**config.mk**
```make
export PLATFORM = sky130hd
export DESIGN_NAME = vfu_result_wb_arbiter_flat
export DESIGN_NICKNAME = d
export VERILOG_FILES = /design/src/rtl/vfu_result_wb_arbiter_if.sv /design/src/rtl/vfu_result_wb_arbiter.sv /design/src/flat_wrapper.sv
export SDC_FILE = /design/constraint.sdc
export NUM_CORES = 1
export LEC_CHECK = 0
export CELL_PAD_IN_SITES_DETAIL_PLACEMENT = 0
export CELL_PAD_IN_SITES_GLOBAL_PLACEMENT = 2
export CORE_MARGIN = 1.5
export CORE_UTILIZATION = 31
export CTS_CLUSTER_DIAMETER = 100
export DETAILED_ROUTE_END_ITERATION = 6
export PLACE_DENSITY = 0.8
export SLEW_MARGIN = 20
export SYNTH_ARGS = -nofsm -noshare
export SYNTH_HDL_FRONTEND = slang
export SYNTH_SLANG_ARGS = --single-unit
```
**constraint.sdc**
```tcl
create_clock -name clk_i -period 6.9 [get_ports clk_i]
set_clock_uncertainty 0.05 [all_clocks]
set_input_delay 1.38 -clock clk_i [delete_from_list [all_inputs] [get_ports clk_i]]
set_output_delay 1.38 -clock clk_i [all_outputs]
set_load 0.005 [all_outputs]
```
**src/rtl/vfu_result_wb_arbiter_if.sv**
```systemverilog
// Lane result write-back bus: three functional-unit result ports in, one VRF write port out.
// The master modport is the FU/VRF side; the slave modport is the arbiter.
interface vfu_result_wb_arbiter_if #(
   parameter int  NrVInsn   = 8,
   parameter type vaddr_t   = logic,
   parameter int  DataWidth = 64
);
   localparam int IdWidth = (NrVInsn > 1) ? $clog2(NrVInsn) : 1;

   typedef logic [IdWidth-1:0]     vid_t;
   typedef logic [DataWidth-1:0]   elen_t;
   typedef logic [DataWidth/8-1:0] strb_t;

   logic [2:0]          src_req_i;
   vid_t   [2:0]        src_id_i;
   vaddr_t [2:0]        src_addr_i;
   elen_t  [2:0]        src_wdata_i;
   strb_t  [2:0]        src_be_i;
   logic [2:0]          src_gnt_o;

   logic                vrf_req_o;
   vid_t                vrf_id_o;
   vaddr_t              vrf_addr_o;
   elen_t               vrf_wdata_o;
   strb_t               vrf_be_o;
   logic                vrf_gnt_i;
   logic [1:0]          vrf_src_o;

   logic [NrVInsn-1:0]  wb_pending_o;

   modport slave (
      input  src_req_i, src_id_i, src_addr_i, src_wdata_i, src_be_i, vrf_gnt_i,
      output src_gnt_o, vrf_req_o, vrf_id_o, vrf_addr_o, vrf_wdata_o, vrf_be_o,
             vrf_src_o, wb_pending_o
   );

   modport master (
      output src_req_i, src_id_i, src_addr_i, src_wdata_i, src_be_i, vrf_gnt_i,
      input  src_gnt_o, vrf_req_o, vrf_id_o, vrf_addr_o, vrf_wdata_o, vrf_be_o,
             vrf_src_o, wb_pending_o
   );
endinterface

```
**src/rtl/vfu_result_wb_arbiter.sv**
```systemverilog
// Per-lane result write-back: one-entry buffers for ALU/MFPU/TMAC results, round-robin
// onto the single VRF write port, plus an in-flight instruction ID mask.
module vfu_result_wb_arbiter #(
   parameter int  NrVInsn   = 8,
   parameter type vaddr_t   = logic,
   parameter int  DataWidth = 64
) (
   input  logic                    clk_i,
   input  logic                    rst_ni,
   vfu_result_wb_arbiter_if.slave  wb
);
   localparam int NrSrc   = 3;
   localparam int IdWidth = (NrVInsn > 1) ? $clog2(NrVInsn) : 1;

   typedef logic [IdWidth-1:0]     vid_t;
   typedef logic [DataWidth-1:0]   elen_t;
   typedef logic [DataWidth/8-1:0] strb_t;

   logic [NrSrc-1:0]   valid_reg;
   logic [NrSrc-1:0]   valid_next;
   vid_t               id_reg    [NrSrc];
   vaddr_t             addr_reg  [NrSrc];
   elen_t              wdata_reg [NrSrc];
   strb_t              be_reg    [NrSrc];

   logic [1:0]         rr_reg;
   logic               lock_reg;
   logic [1:0]         lock_sel_reg;

   logic [1:0]         rr_next;
   logic [1:0]         rr_prev;
   logic [1:0]         rr_sel;
   logic [1:0]         sel;
   logic               vrf_req;
   logic               handshake;
   logic [NrSrc-1:0]   drain;
   logic [NrSrc-1:0]   gnt;
   logic [NrVInsn-1:0] pending;

   assign rr_next = (rr_reg == 2'd2) ? 2'd0 : rr_reg + 2'd1;
   assign rr_prev = (rr_reg == 2'd0) ? 2'd2 : rr_reg - 2'd1;

   // Lowest-priority candidate first so the one nearest rr_reg wins.
   always_comb begin
      rr_sel = rr_reg;
      if (valid_reg[rr_prev]) rr_sel = rr_prev;
      if (valid_reg[rr_next]) rr_sel = rr_next;
      if (valid_reg[rr_reg])  rr_sel = rr_reg;
   end

   // A stalled write keeps its source even if an earlier-priority buffer fills meanwhile.
   assign sel       = lock_reg ? lock_sel_reg : rr_sel;
   assign vrf_req   = |valid_reg;
   assign handshake = vrf_req && wb.vrf_gnt_i;

   for (genvar gi = 0; gi < NrSrc; gi++) begin : g_buf
      assign drain[gi]      = handshake && (sel == 2'(gi));
      assign gnt[gi]        = wb.src_req_i[gi] && (!valid_reg[gi] || drain[gi]);
      assign valid_next[gi] = gnt[gi] || (valid_reg[gi] && !drain[gi]);

      always_ff @(posedge clk_i) begin
         if (gnt[gi]) begin
            id_reg[gi]    <= wb.src_id_i[gi];
            addr_reg[gi]  <= wb.src_addr_i[gi];
            wdata_reg[gi] <= wb.src_wdata_i[gi];
            be_reg[gi]    <= wb.src_be_i[gi];
         end
      end
   end

   always_ff @(posedge clk_i or negedge rst_ni) begin
      if (!rst_ni) begin
         valid_reg    <= '0;
         rr_reg       <= 2'd0;
         lock_reg     <= 1'b0;
         lock_sel_reg <= 2'd0;
      end else begin
         valid_reg    <= valid_next;
         lock_reg     <= vrf_req && !wb.vrf_gnt_i;
         lock_sel_reg <= sel;
         if (handshake) begin
            rr_reg <= (sel == 2'd2) ? 2'd0 : sel + 2'd1;
         end
      end
   end

   for (genvar gi = 0; gi < NrVInsn; gi++) begin : g_pending
      logic [NrSrc-1:0] hit;
      for (genvar gj = 0; gj < NrSrc; gj++) begin : g_hit
         assign hit[gj] = valid_reg[gj] && (id_reg[gj] == IdWidth'(gi));
      end
      assign pending[gi] = |hit;
   end

   assign wb.src_gnt_o    = gnt;
   assign wb.vrf_req_o    = vrf_req;
   assign wb.vrf_id_o     = id_reg[sel];
   assign wb.vrf_addr_o   = addr_reg[sel];
   assign wb.vrf_wdata_o  = wdata_reg[sel];
   assign wb.vrf_be_o     = be_reg[sel];
   assign wb.vrf_src_o    = sel;
   assign wb.wb_pending_o = pending;
endmodule

```
**src/flat_wrapper.sv**
```systemverilog
// flat-port wrapper written by rule: the top's interface ports become plain ports
module vfu_result_wb_arbiter_flat 
#(
   parameter int  NrVInsn   = 8,
   parameter type vaddr_t   = logic,
   parameter int  DataWidth = 64
)
  (clk_i, rst_ni, wb_src_req_i, wb_src_id_i, wb_src_addr_i, wb_src_wdata_i, wb_src_be_i, wb_vrf_gnt_i, wb_src_gnt_o, wb_vrf_req_o, wb_vrf_id_o, wb_vrf_addr_o, wb_vrf_wdata_o, wb_vrf_be_o, wb_vrf_src_o, wb_wb_pending_o);
  vfu_result_wb_arbiter_if #(.NrVInsn(NrVInsn), .vaddr_t(vaddr_t), .DataWidth(DataWidth)) wb_i ();
  input  logic clk_i;
  input  logic rst_ni;
  input wire logic [$bits(wb_i.src_req_i)-1:0] wb_src_req_i;
  input wire logic [$bits(wb_i.src_id_i)-1:0] wb_src_id_i;
  input wire logic [$bits(wb_i.src_addr_i)-1:0] wb_src_addr_i;
  input wire logic [$bits(wb_i.src_wdata_i)-1:0] wb_src_wdata_i;
  input wire logic [$bits(wb_i.src_be_i)-1:0] wb_src_be_i;
  input wire logic [$bits(wb_i.vrf_gnt_i)-1:0] wb_vrf_gnt_i;
  output wire logic [$bits(wb_i.src_gnt_o)-1:0] wb_src_gnt_o;
  output wire logic [$bits(wb_i.vrf_req_o)-1:0] wb_vrf_req_o;
  output wire logic [$bits(wb_i.vrf_id_o)-1:0] wb_vrf_id_o;
  output wire logic [$bits(wb_i.vrf_addr_o)-1:0] wb_vrf_addr_o;
  output wire logic [$bits(wb_i.vrf_wdata_o)-1:0] wb_vrf_wdata_o;
  output wire logic [$bits(wb_i.vrf_be_o)-1:0] wb_vrf_be_o;
  output wire logic [$bits(wb_i.vrf_src_o)-1:0] wb_vrf_src_o;
  output wire logic [$bits(wb_i.wb_pending_o)-1:0] wb_wb_pending_o;
  assign wb_i.src_req_i = wb_src_req_i;
  assign wb_i.src_id_i = wb_src_id_i;
  assign wb_i.src_addr_i = wb_src_addr_i;
  assign wb_i.src_wdata_i = wb_src_wdata_i;
  assign wb_i.src_be_i = wb_src_be_i;
  assign wb_i.vrf_gnt_i = wb_vrf_gnt_i;
  assign wb_src_gnt_o = wb_i.src_gnt_o;
  assign wb_vrf_req_o = wb_i.vrf_req_o;
  assign wb_vrf_id_o = wb_i.vrf_id_o;
  assign wb_vrf_addr_o = wb_i.vrf_addr_o;
  assign wb_vrf_wdata_o = wb_i.vrf_wdata_o;
  assign wb_vrf_be_o = wb_i.vrf_be_o;
  assign wb_vrf_src_o = wb_i.vrf_src_o;
  assign wb_wb_pending_o = wb_i.wb_pending_o;
  vfu_result_wb_arbiter #(.NrVInsn(NrVInsn), .vaddr_t(vaddr_t), .DataWidth(DataWidth)) u_core (.clk_i(clk_i), .rst_ni(rst_ni), .wb(wb_i));
endmodule
```
Yosys cells after proc, flatten, opt, wreduce, memory -nomap -nowiden
Memories as Yosys holds them, arrays and structs flattened. Index checks and enable logic that the tools add are counted.

$add $sub $neg: 3. $lt $le $gt $ge: 3. Eq/ne operators: 24. Multiplexer cells: 19. Reduce and logical (&&, ||, !) cells: 62.

Operators by type and width (number): == test 3 bit, second input constant (12); logical AND 1 bit (35); OR reduction 3 bit (9); == test 3 x 2 -> 1 bit, second input constant (6); two-way mux 2 bit (7); == test 3 x 1 -> 1 bit, second input constant (3); logical NOT 3 bit (3); < comparator 2 x 3 -> 1 bit, second input constant (3); two-way mux 1 bit (9); logical NOT 1 bit (7); binary-select mux 1 bit (select 2 bit) (3); logical OR 1 bit (6); adder 2 x 1 -> 2 bit, second input constant (2); == test 2 bit, second input constant (2); logical NOT 2 bit (2); == test 2 x 1 -> 1 bit, second input constant (1); subtractor 2 x 1 -> 2 bit, second input constant (1).

Register bits: 8. Bits in writable memories: 228. Input port bits: 234. Logic and storage cells: 119. Memories: 4.

Memories: u_core.wdata_reg (depth 3, bits a word 64, rd ports 1, clocked after memory_dff 0, wr ports 3, RTL line vfu_result_wb_arbiter.sv:23) `elen_t wdata_reg [NrSrc];`; u_core.be_reg (depth 3, bits a word 8, rd ports 1, clocked after memory_dff 0, wr ports 3, RTL line vfu_result_wb_arbiter.sv:24) `strb_t be_reg [NrSrc];`; u_core.id_reg (depth 3, bits a word 3, rd ports 4, clocked after memory_dff 0, wr ports 3, RTL line vfu_result_wb_arbiter.sv:21) `vid_t id_reg [NrSrc];`; u_core.addr_reg (depth 3, bits a word 1, rd ports 1, clocked after memory_dff 0, wr ports 3, RTL line vfu_result_wb_arbiter.sv:22) `vaddr_t addr_reg [NrSrc];`.

Longest topological paths before layout
Gate-level depths: netlist of the first run.

Depth in word-level cells: 14. Gate-level depth with buffers: 12.

Worst setup path before layout of the first run
OpenSTA, ideal clock, no wires.

Path type: input to output. Start: in wb_src_req_i[1]. End: out wb_src_gnt_o[1]. Data arrival time: 5.137 ns. Data required time: 5.470 ns. Setup slack: 0.333 ns. Stages: 2. Path through: inv_1 o2bb2ai_1.

Longest elaborated chain between the ends: 1.

RTL lines: start, declared (RTL line flat_wrapper.sv:12) `input wire logic [$bits(wb_i.src_req_i)-1:0] wb_src_req_i;`; logical AND 1 bit (RTL line vfu_result_wb_arbiter.sv:58) `assign gnt[gi] = wb.src_req_i[gi] && (!valid_reg[gi] || drain[gi]);`; end, declared (RTL line flat_wrapper.sv:18) `output wire logic [$bits(wb_i.src_gnt_o)-1:0] wb_src_gnt_o;`.

Every way passes these cells.

Final worst setup path of the first run
Start: reg u_core.rr_reg[0]. End: out wb_vrf_addr_o.

Longest elaborated chain between the ends: 9.

RTL lines: start, declared (RTL line vfu_result_wb_arbiter.sv:26) `logic [1:0] rr_reg;`; start signal, assigned (RTL line vfu_result_wb_arbiter.sv:82) `rr_reg <= (sel == 2'd2) ? 2'd0 : sel + 2'd1;`; subtractor 2 x 1 -> 2 bit or logical NOT 2 bit (tied branches) (RTL line vfu_result_wb_arbiter.sv:41) `assign rr_prev = (rr_reg == 2'd0) ? 2'd2 : rr_reg - 2'd1;`; two-way mux 2 bit (RTL line vfu_result_wb_arbiter.sv:41); binary-select mux 1 bit (select 2 bit) (RTL line vfu_result_wb_arbiter.sv:46) `if (valid_reg[rr_prev]) rr_sel = rr_prev;`; two-way mux 1 bit (implied by the code) (RTL line vfu_result_wb_arbiter.sv:46); two-way mux 2 bit (RTL line vfu_result_wb_arbiter.sv:46); two-way mux 2 bit (RTL line vfu_result_wb_arbiter.sv:47) `if (valid_reg[rr_next]) rr_sel = rr_next;`; two-way mux 2 bit (*) (RTL line vfu_result_wb_arbiter.sv:48) `if (valid_reg[rr_reg]) rr_sel = rr_reg;`; two-way mux 2 bit (*) (RTL line vfu_result_wb_arbiter.sv:52) `assign sel = lock_reg ? lock_sel_reg : rr_sel;`; memory read (3 x 1 bit) (*); end, declared (RTL line flat_wrapper.sv:21) `output wire logic [$bits(wb_i.vrf_addr_o)-1:0] wb_vrf_addr_o;`.

Every way passes the cells marked *; elsewhere a longest branch is shown, timed or not. The select of a mux whose other input is x is not followed.

==> results.cfg, run 1 <==
[yosys]
synth_compound_area_share_pct = 11.1
async_flop_share_pct = 3.39
synth_fa_ha_area_share_pct = 0.677
ys.flop_type = edfxtp_1
synth.cell_area_um2 = 9240
avgSynthCellArea_um2 = 17.3
synth_mux_area_share_pct = 0.501
synthTopCellsByArea = edfxtp_1 74%, a221o_1 8.3%, and2_1 4.9%
synth_top_area_share_pct = 74.1
ys_seq_area_share_pct = 76.3
syn_inst = 535
synth_edf_count = 228
synth_top_family_by_area = compound AO/OA/AOI/OAI gates
ys_types = 52
yosysMostFrequentCell = edfxtp_1
synth-seq-cells = 236
synth_nets = 774
yosysWarnings = 0
synth_xor_area_share_pct = 0
synth_common_cells = 228 x edfxtp_1, 77 x a221o_1, 72 x and2_1
yosysTopAreaCell = edfxtp_1
synthSimpleGateAreaFrac_pct = 9.35

[grt]
track_usage_pct = 16.8
grt_start_max_net_pins = 79
grt_pass1_vias = 6420
antenna_found_initial = 0
gr-total-overflow = 0
grt_pass1_wl_um = 38900

[floorplan]
dieArea_um2 = 30800
fp.dieW_um = 176
core_um2 = 29500
die_h_um = 176
start_util_pct = 31.3
pin_count = 324
placementRows = 63

[cts]
cts_resized = 0
htreeDepth = 1
cts.clk_slew.worst_paths_ps = 70
cts_sinks = 236
cts_root_buffer = clkbuf_16
cts_hold_buf = 0
cts_tree = built
clock_path_buffers = 3
post-cts-setup-buffer-count = 0
cts_made_buffers = 26
insertion_delay_ps = 530

[setup_path]
critPathRequiredTime_ps = 5470
r2r_slack_ps = 2280
crit_path_start = u_core.rr_reg[0]
start_kind = flip-flop
worstPathMaxFanout = 78
worstSetupEndpoint = wb_vrf_addr_o
r2r-end = u_core.id_reg[1][2]
crit_type = flip-flop to output pin
r2r_cells = 10
regToRegStartpoint = u_core.rr_reg[0]
critPathArrivalTime_ps = 4150
endpoint_kind = output pin

[cells_and_area]
num-nets-final = 1105
drive_gt1_share_pct = 7.00
antennaDiodeCount = 0
stdcell_count = 1276
largest_register_ffs = 192
syn_to_final_growth_pct = 49.2
stdcell_area_um2 = 13800

[outcome]
status = finished, final reports clean

[route]
first_pass_iters = 4
wl_um = 26400
avgRoutedWirePerCell_um = 20.7
vias = 6080
viasPerCell = 4.76
postRouteAntennaNets = 0
drc = 0
drt-initial-drc-count = 313

[placement]
io_buffers = 323
dpl.cell_count = 1228
gp_congestion = 0.805
placed_area_um2 = 12900
dp_hpwl_um = 17700

[pwr]
leakagePower_nw = 4.73
power_w = 0.00690
power_density_nw_per_um2 = 501
vdd_ir_drop_max_uv = 468

[timing]
finalSetupTns_ps = 0
setup_viol = 0
worst_pin_slew_ps = 1060
finalCritPeriodShare_pct = 80.8
fmax_ghz = 0.179
finalCriticalPeriod_ps = 5580
finalHoldViolations = 0
maxSlewHeadroom_pct = 29.5
rsz0062_at_grt = no
drv_slew = 0

[hold_path]
min_path_type = flip-flop to flip-flop

[run]
max_cap_violations = 0
metal layers:
layer | part of all wire (%) | vias up | global-route usage (%)
met2 | 50 | 222 | 28.4
met4 | 3.3 | 0 | 5.80
li1 | - | 2812 | -
met5 | 0 | - | 0
met3 | 6.9 | 51 | 4.55
met1 | 40 | 2995 | 20.6
how the worst min path moves through the flow:
stage                                start               end  depth (start not counted)
floorplan           u_core.lock_sel_reg[1]  u_core.rr_reg[1]                          4
global placement    u_core.lock_sel_reg[1]  u_core.rr_reg[1]                          4
detailed placement        u_core.rr_reg[1]  u_core.rr_reg[1]                          2
CTS                       u_core.rr_reg[1]  u_core.rr_reg[1]                          2
global route              u_core.rr_reg[1]  u_core.rr_reg[1]                          2
finish                    u_core.rr_reg[1]  u_core.rr_reg[1]                          2
final cells by class:
type | count | area [um^2]
clock buffer | 31 | 669
clock inverter | 17 | 183
fill | 2643 | 15700
inverter | 9 | 36.3
multi-input combinational | 260 | 2040
sequential | 236 | 7050
tap | 390 | 488
timing repair buffer | 333 | 3310
power breakdown:
group          total, W  internal [W]  switching (W)
combinational   0.00338       0.00181        0.00157
clock           0.00137      0.000807       0.000563
sequential      0.00215       0.00201       0.000140
total           0.00690       0.00463        0.00227
metrics by stage:
| stage | utilization (%) | hold WS, ps | setup WS, ps |
|---|---|---|---|
| 6_report | 46.7 | 699 | 1320 |
| 5_1_grt | 46.7 | 738 | 1040 |
| 4_1_cts | 46.7 | 697 | 1270 |
| 3_5_place_dp | 43.8 | 682 | 1860 |
| 3_3_place_gp | 43.8 | 670 | 1610 |
| 2_1_floorplan | - | 605 | 333 |
layout by cell type (no fill, tap or decap), types with 3 or more instances in the layout:
cell	instances
clkbuf_16	26
dfrtp_1	8
nor2_1	8
inv_1	8
nand3b_1	5
a221o_1	77
ha_1	5
clkbuf_1	5
bufinv_16	3
clkdlybuf4s50_1	323
o21ai_0	5
and2_0	7
nand3_1	11
and2_1	70
nor2b_1	13
edfxtp_1	228
buf_4	10
nand2b_1	5
clkinv_1	5
clkinv_2	7
nand2_1	10
nand4_1	4
critical path, cell delays in order, from the launching register on:
cell and delay [ps]:
dfrtp_1 450, inv_1 240, ha_1 270, mux2_4 350, a211oi_2 240, a31oi_2 170, nand2_1 110, a32o_4 900
a221o_1 280, clkdlybuf4s50_1 570
cell families (layout without fill, tap and decap cells):
| family | Yosys count | count (layout) |
|---|---|---|
| AOI/OAI and AO/OA | 108 | 108 |
| adders and majority gates | 5 | 5 |
| buffers and inverters | 39 | 390 |
| DFF | 236 | 236 |
| muxes | 4 | 4 |
| and+or+nand+nor | 143 | 143 |
Note: power is estimated with default switching activity, not from simulation.
==> inputs of run 2 (changes only) <==
- CORE_UTILIZATION: 31 -> 28
- PLACE_DENSITY: 0.8 -> 0.76
- clock period: 6.9 -> 4.6 ns (I/O delays scaled with it)
==> results.cfg, run 2 (synthesis results as in run 1) <==
[outcome]
status = finished, final reports clean

[placement]
io_buffers = 323
place_ws_ps = 279
dpl.cell_count = 1287
dp_hpwl_um = 19000
gp_congestion = 0.848
placed_area_um2 = 13100

[cells_and_area]
stdcell_count = 1348
ff_latch_area_um2 = 7050
multiInputGateArea_um2 = 2090
largest_register_ffs = 192
final_common_cell = clkdlybuf4s50_1
num-nets-final = 1124
antennaDiodeCount = 0
syn_to_final_growth_pct = 54.1
nFillCells = 2969
final_cell_mix = 312 x clkdlybuf4s50_1, 228 x edfxtp_1, 77 x a221o_1, 70 x and2_1, 31 x clkbuf_16
stdcell_area_um2 = 14200
drive_gt1_share_pct = 9.49

[grt]
gr-total-overflow = 0
grt_pass1_vias = 6450
antenna_found_initial = 2
grt_start_max_net_pins = 47
grt_pass1_wl_um = 40600
track_usage_pct = 16.1

[timing]
rsz0062_at_grt = yes
finalHoldViolations = 0
holdWs_ps = 611
worst_pin_slew_ps = 738
finalCriticalPeriod_ps = 4480
finalSetupTns_ps = 0
drv_slew = 0
fmax_ghz = 0.223
layout_setup_ws_ps = 124
finalCritPeriodShare_pct = 97.3
maxSlewHeadroom_pct = 50.8
setup_viol = 0

[hold_path]
min_path_type = flip-flop to flip-flop

[pwr]
power_density_nw_per_um2 = 786
vdd_ir_drop_max_uv = 299
leakagePower_nw = 4.99

[cts]
insertion_delay_ps = 540
cts.clk_slew.worst_paths_ps = 50
cts_tree = built
cts_sinks = 236
clock_path_buffers = 3
cts_made_buffers = 28
htreeDepth = 1
cts_root_buffer = clkbuf_16

[floorplan]
core_um2 = 32500
start_util_pct = 28.4
dieArea_um2 = 34100
pin_count = 324
die_h_um = 185
fp.dieW_um = 185
placementRows = 66

[setup_path]
crit_path_start = u_core.rr_reg[0]
start_kind = flip-flop
r2r-end = u_core.be_reg[1][4]
critPathRequiredTime_ps = 3630
endpoint_kind = output pin
r2r_slack_ps = 640
regToRegStartpoint = u_core.rr_reg[0]
crit_type = flip-flop to output pin
critPathArrivalTime_ps = 3510
r2r_cells = 11
worstSetupEndpoint = wb_vrf_be_o[4]
worstPathMaxFanout = 10

[route]
drt-initial-drc-count = 283
avgRoutedWirePerCell_um = 21.3
viasPerCell = 4.60
wl_um = 28700
drc = 0
first_pass_iters = 4
vias = 6197
postRouteAntennaNets = 0

[run]
max_cap_violations = 0
run 2: changes by cell type in the layout (fill, tap and decap cells not counted), sizes merged:
cell | previous run | this run
inv | 9 | 11
buf | 10 | 25
dlygate4sd2 | 0 | 1
clkinvlp | 0 | 2
clkbuf | 31 | 36
clkdlybuf4s50 | 323 | 312
clkinv | 14 | 10
dlymetal6s2s | 0 | 10
run 2: where the power goes:
part / switching, W / internal, W
logic: 0.00263 / 0.00315
clock network: 0.000877 / 0.00131
registers: 0.000189 / 0.00302
run 2: cell type report:
class / instances / share of cell area (%)
Multi-Input combinational cell: 260 / 14.7
Clock inverter: 17 / 1.15
Timing Repair Buffer: 350 / 25.2
Sequential cell: 236 / 49.5
Inverter: 9 / 0.273
Clock buffer: 34 / 5.23
Tap cell: 442 / 3.89
run 2: stage by stage:
stage / total power (W) / utilization (%)
floorplan: 0.00560 / -
global placement: 0.00874 / 40.3
global route: 0.0118 / 43.7
CTS: 0.0111 / 43.2
detailed placement: 0.00873 / 40.3
finish: 0.0112 / 43.7
run 2: timing repair:
item | CTS | global route
cloned | 0 | 2
gates resized for setup | 8 | 19
endpoints found under the setup margin | 73 | 76
pin swaps | 3 | 4
hold buffers | 0 | 0
setup buffers | 5 | 3
run 2: metal layers:
layer	track usage (%)	routed length (um)	share of wire, %	up-vias
met5	0	25	0.087	-
met4	4.75	650	2.3	4
met3	4.84	2320	8.1	50
met2	26.7	14000	49	247
met1	20.3	11700	41	3033
li1	-	-	-	2863
run 2: worst min-delay path by stage:
stage | startpoint | end | slack, ps | depth (start not counted)
floorplan | rst_ni | u_core.lock_reg | 570 | 0
global placement | u_core.rr_reg[1] | u_core.rr_reg[1] | 620 | 3
detailed placement | u_core.rr_reg[1] | u_core.rr_reg[1] | 620 | 3
CTS | rst_ni | u_core.valid_reg[0] | 620 | 1
global route | rst_ni | u_core.valid_reg[0] | 660 | 1
finish | u_core.rr_reg[0] | u_core.rr_reg[0] | 610 | 2
run 2: critical path: stages (launching register included):
cell and delay, ps:
dfrtp_2 450, inv_4 120, buf_4 120, ha_1 210, and4bb_2 270, a221o_1 300
a21boi_1 230, a32oi_4 90, buf_12 170, buf_4 180, a221o_1 380, clkdlybuf4s50_1 470
==> inputs of run 3 (changes only) <==
- ABC_AREA: default -> 1
- CORE_UTILIZATION: 28 -> 26
==> results.cfg, run 3 <==
[hold_path]
min_path_type = flip-flop to flip-flop

[grt]
track_usage_pct = 15.2
antenna_found_initial = 3
grt_pass1_vias = 6768
gr-total-overflow = 0
grt_start_max_net_pins = 53
grt_pass1_wl_um = 40900

[setup_path]
start_kind = flip-flop
endpoint_kind = output pin
crit_type = flip-flop to output pin
crit_slowest_cell = clkdlybuf4s50_1
crit_chain = inv_2 > ha_1 > o21bai_2 > nand2_1 > nand2_1 > nand2_1 > nand2_1 > nand2_1 > nand2_1 > nand2_2 > inv_4 > a21oi_4 > buf_12 > buf_12 > nand2_1 > nand3_1 > clkdlybuf4s50_1
cpPeakStageDelay_ps = 540
critPathRequiredTime_ps = 3630
critPathArrivalTime_ps = 3400
path_common_cell = nand2_1
worstPathMaxFanout = 21

[route]
met2WireLength_um = 14000
postRouteAntennaNets = 0
vias = 6541
first_pass_iters = 4
wl_um = 28300
viasPerCell = 4.25
dr_wl_met3_um = 2190
drt-initial-drc-count = 218
avgRoutedWirePerCell_um = 18.4
wl_met1_um = 11500
topRoutingLayerUsed = met4
drc = 0

[yosys]
async_flop_share_pct = 3.39
synth-seq-cells = 236
synthTopCellsByArea = edfxtp_1 75%, nand2_1 12%, nand3_1 5.3%
synth_common_cells = 291 x nand2_1, 228 x edfxtp_1, 96 x nand3_1
avgSynthCellArea_um2 = 12.8
yosysTopAreaCell = edfxtp_1
yosysWarnings = 0
synth_edf_count = 228
synth_top_area_share_pct = 75.0
ys_types = 24
syn_inst = 711
ys_seq_area_share_pct = 77.2
yosysMostFrequentCell = nand2_1
ys.flop_type = edfxtp_1
synth_nets = 950
synth.cell_area_um2 = 9130

[placement]
placed_area_um2 = 13000
dp_hpwl_um = 19300
place_ws_ps = 593
io_buffers = 323
gp_congestion = 0.822

[cts]
clock_path_buffers = 3
htreeDepth = 1
cts_sinks = 236
cts_hold_buf = 0
cts_tree = built
insertion_delay_ps = 530
cts.clk_slew.worst_paths_ps = 60
cts_root_buffer = clkbuf_16
cts_made_buffers = 28

[floorplan]
start_util_pct = 26.4
fp.dieW_um = 190
pin_count = 324
die_h_um = 190
dieArea_um2 = 36200
placementRows = 68
core_um2 = 34500

[timing]
finalHoldViolations = 0
finalCritPeriodShare_pct = 95.0
maxSlewHeadroom_pct = 49.6
worst_pin_slew_ps = 757
layout_setup_ws_ps = 230
fmax_ghz = 0.229
drv_slew = 0
finalCriticalPeriod_ps = 4370
setup_viol = 0

[cells_and_area]
syn_to_final_growth_pct = 52.4
stdcell_area_um2 = 13900
nFillCells = 3365
final_common_cell = clkdlybuf4s50_1
largest_register_ffs = 192
num-nets-final = 1300
drive_gt1_share_pct = 6.85
final_cell_mix = 322 x clkdlybuf4s50_1, 291 x nand2_1, 228 x edfxtp_1, 96 x nand3_1, 29 x clkbuf_16

[pwr]
power_density_nw_per_um2 = 589
leakagePower_nw = 5.09
power_w = 0.00819
vdd_ir_drop_max_uv = 370

[outcome]
status = finished, final reports clean

[run]
max_cap_violations = 0
[run 3: cell count changes after synthesis, sizes merged, moves of 7 or more]
cell	previous run	this run
clkbuf	17	4
and2	79	0
a221o	77	0
nor2	8	15
buf	13	20
nor2b	13	0
nand3	12	96
nand2	10	293
inv	9	27
[run 3: logic make-up after synthesis]
family | after synthesis | synth area share [%]
AND/OR/NAND/NOR | 405 | 18.1
flip-flops | 236 | 77.2
buffers and inverters | 51 | 2.88
AO/OA/AOI/OAI | 14 | 1.10
adder cells (fa/ha/maj) | 5 | 0.685
[run 3: where the power goes]
part,total (W),switching (W),internal (W),leakage [nW]
sequential,0.00292,0.000121,0.00280,2.18
combinational,0.00323,0.00167,0.00156,2.50
clock,0.00203,0.000861,0.00117,0.410
[run 3: final cells by class]
type | count | area (um^2) | area share, %
clock buffers | 33 | 719 | 5.17
clock inverters | 16 | 130 | 0.936
diodes | 3 | 7.51 | 0.0540
repair buffers | 344 | 3470 | 25.0
multi-input cells | 424 | 1850 | 13.3
inverters | 27 | 106 | 0.765
flip-flops and latches | 236 | 7050 | 50.7
well taps | 455 | 569 | 4.09
[run 3: critical path, delay by kind of cell (launching register included)]
kind | cells | cell delay, ps
buffers and inverters | 5 | 1090
AND/OR/NAND/NOR | 9 | 650
flip-flops | 1 | 440
AO/OA/AOI/OAI | 2 | 380
adder cells (fa/ha/maj) | 1 | 280
[run 3: worst paths after layout]
| kind | startpoint | end | slack [ps] | depth (start not counted) |
|---|---|---|---|---|
| min in group asynchronous | rst_ni | u_core.lock_reg | 640 | 1 |
| hold / removal | u_core.rr_reg[1] | u_core.rr_reg[1] | 630 | 2 |
| setup / recovery | u_core.rr_reg[0] | wb_vrf_wdata_o[5] | 230 | 17 |
| setup reg to reg | u_core.rr_reg[0] | u_core.wdata_reg[0][55] | 940 | 14 |
| hold reg to reg | u_core.rr_reg[1] | u_core.rr_reg[1] | 630 | 2 |
| max in group asynchronous | rst_ni | u_core.rr_reg[0] | 3540 | 1 |
[run 3: repair_timing]
| item | in CTS | in global routing |
|---|---|---|
| buffers inserted | 0 | 5 |
| endpoints found under the setup margin | 0 | 72 |
| gates resized for setup | 0 | 6 |
| hold endpoints to repair | 0 | 0 |
[run 3: layer usage]
layer,GRT usage (%),vias up
li1,-,3167
met1,18.9,3126
met2,25.8,212
met3,4.40,36
met4,4.24,0
met5,0,-
[run 3: stage by stage]
stage,TNS [ps],hold slack (ps),util [%],instances
global placement,0,620,37.6,1480
finish,0,629,40.3,1538
global route,-4.83,660,40.3,1538
floorplan,0,544,-,711
CTS,0,623,40.0,1529
detailed placement,0,619,37.6,1480
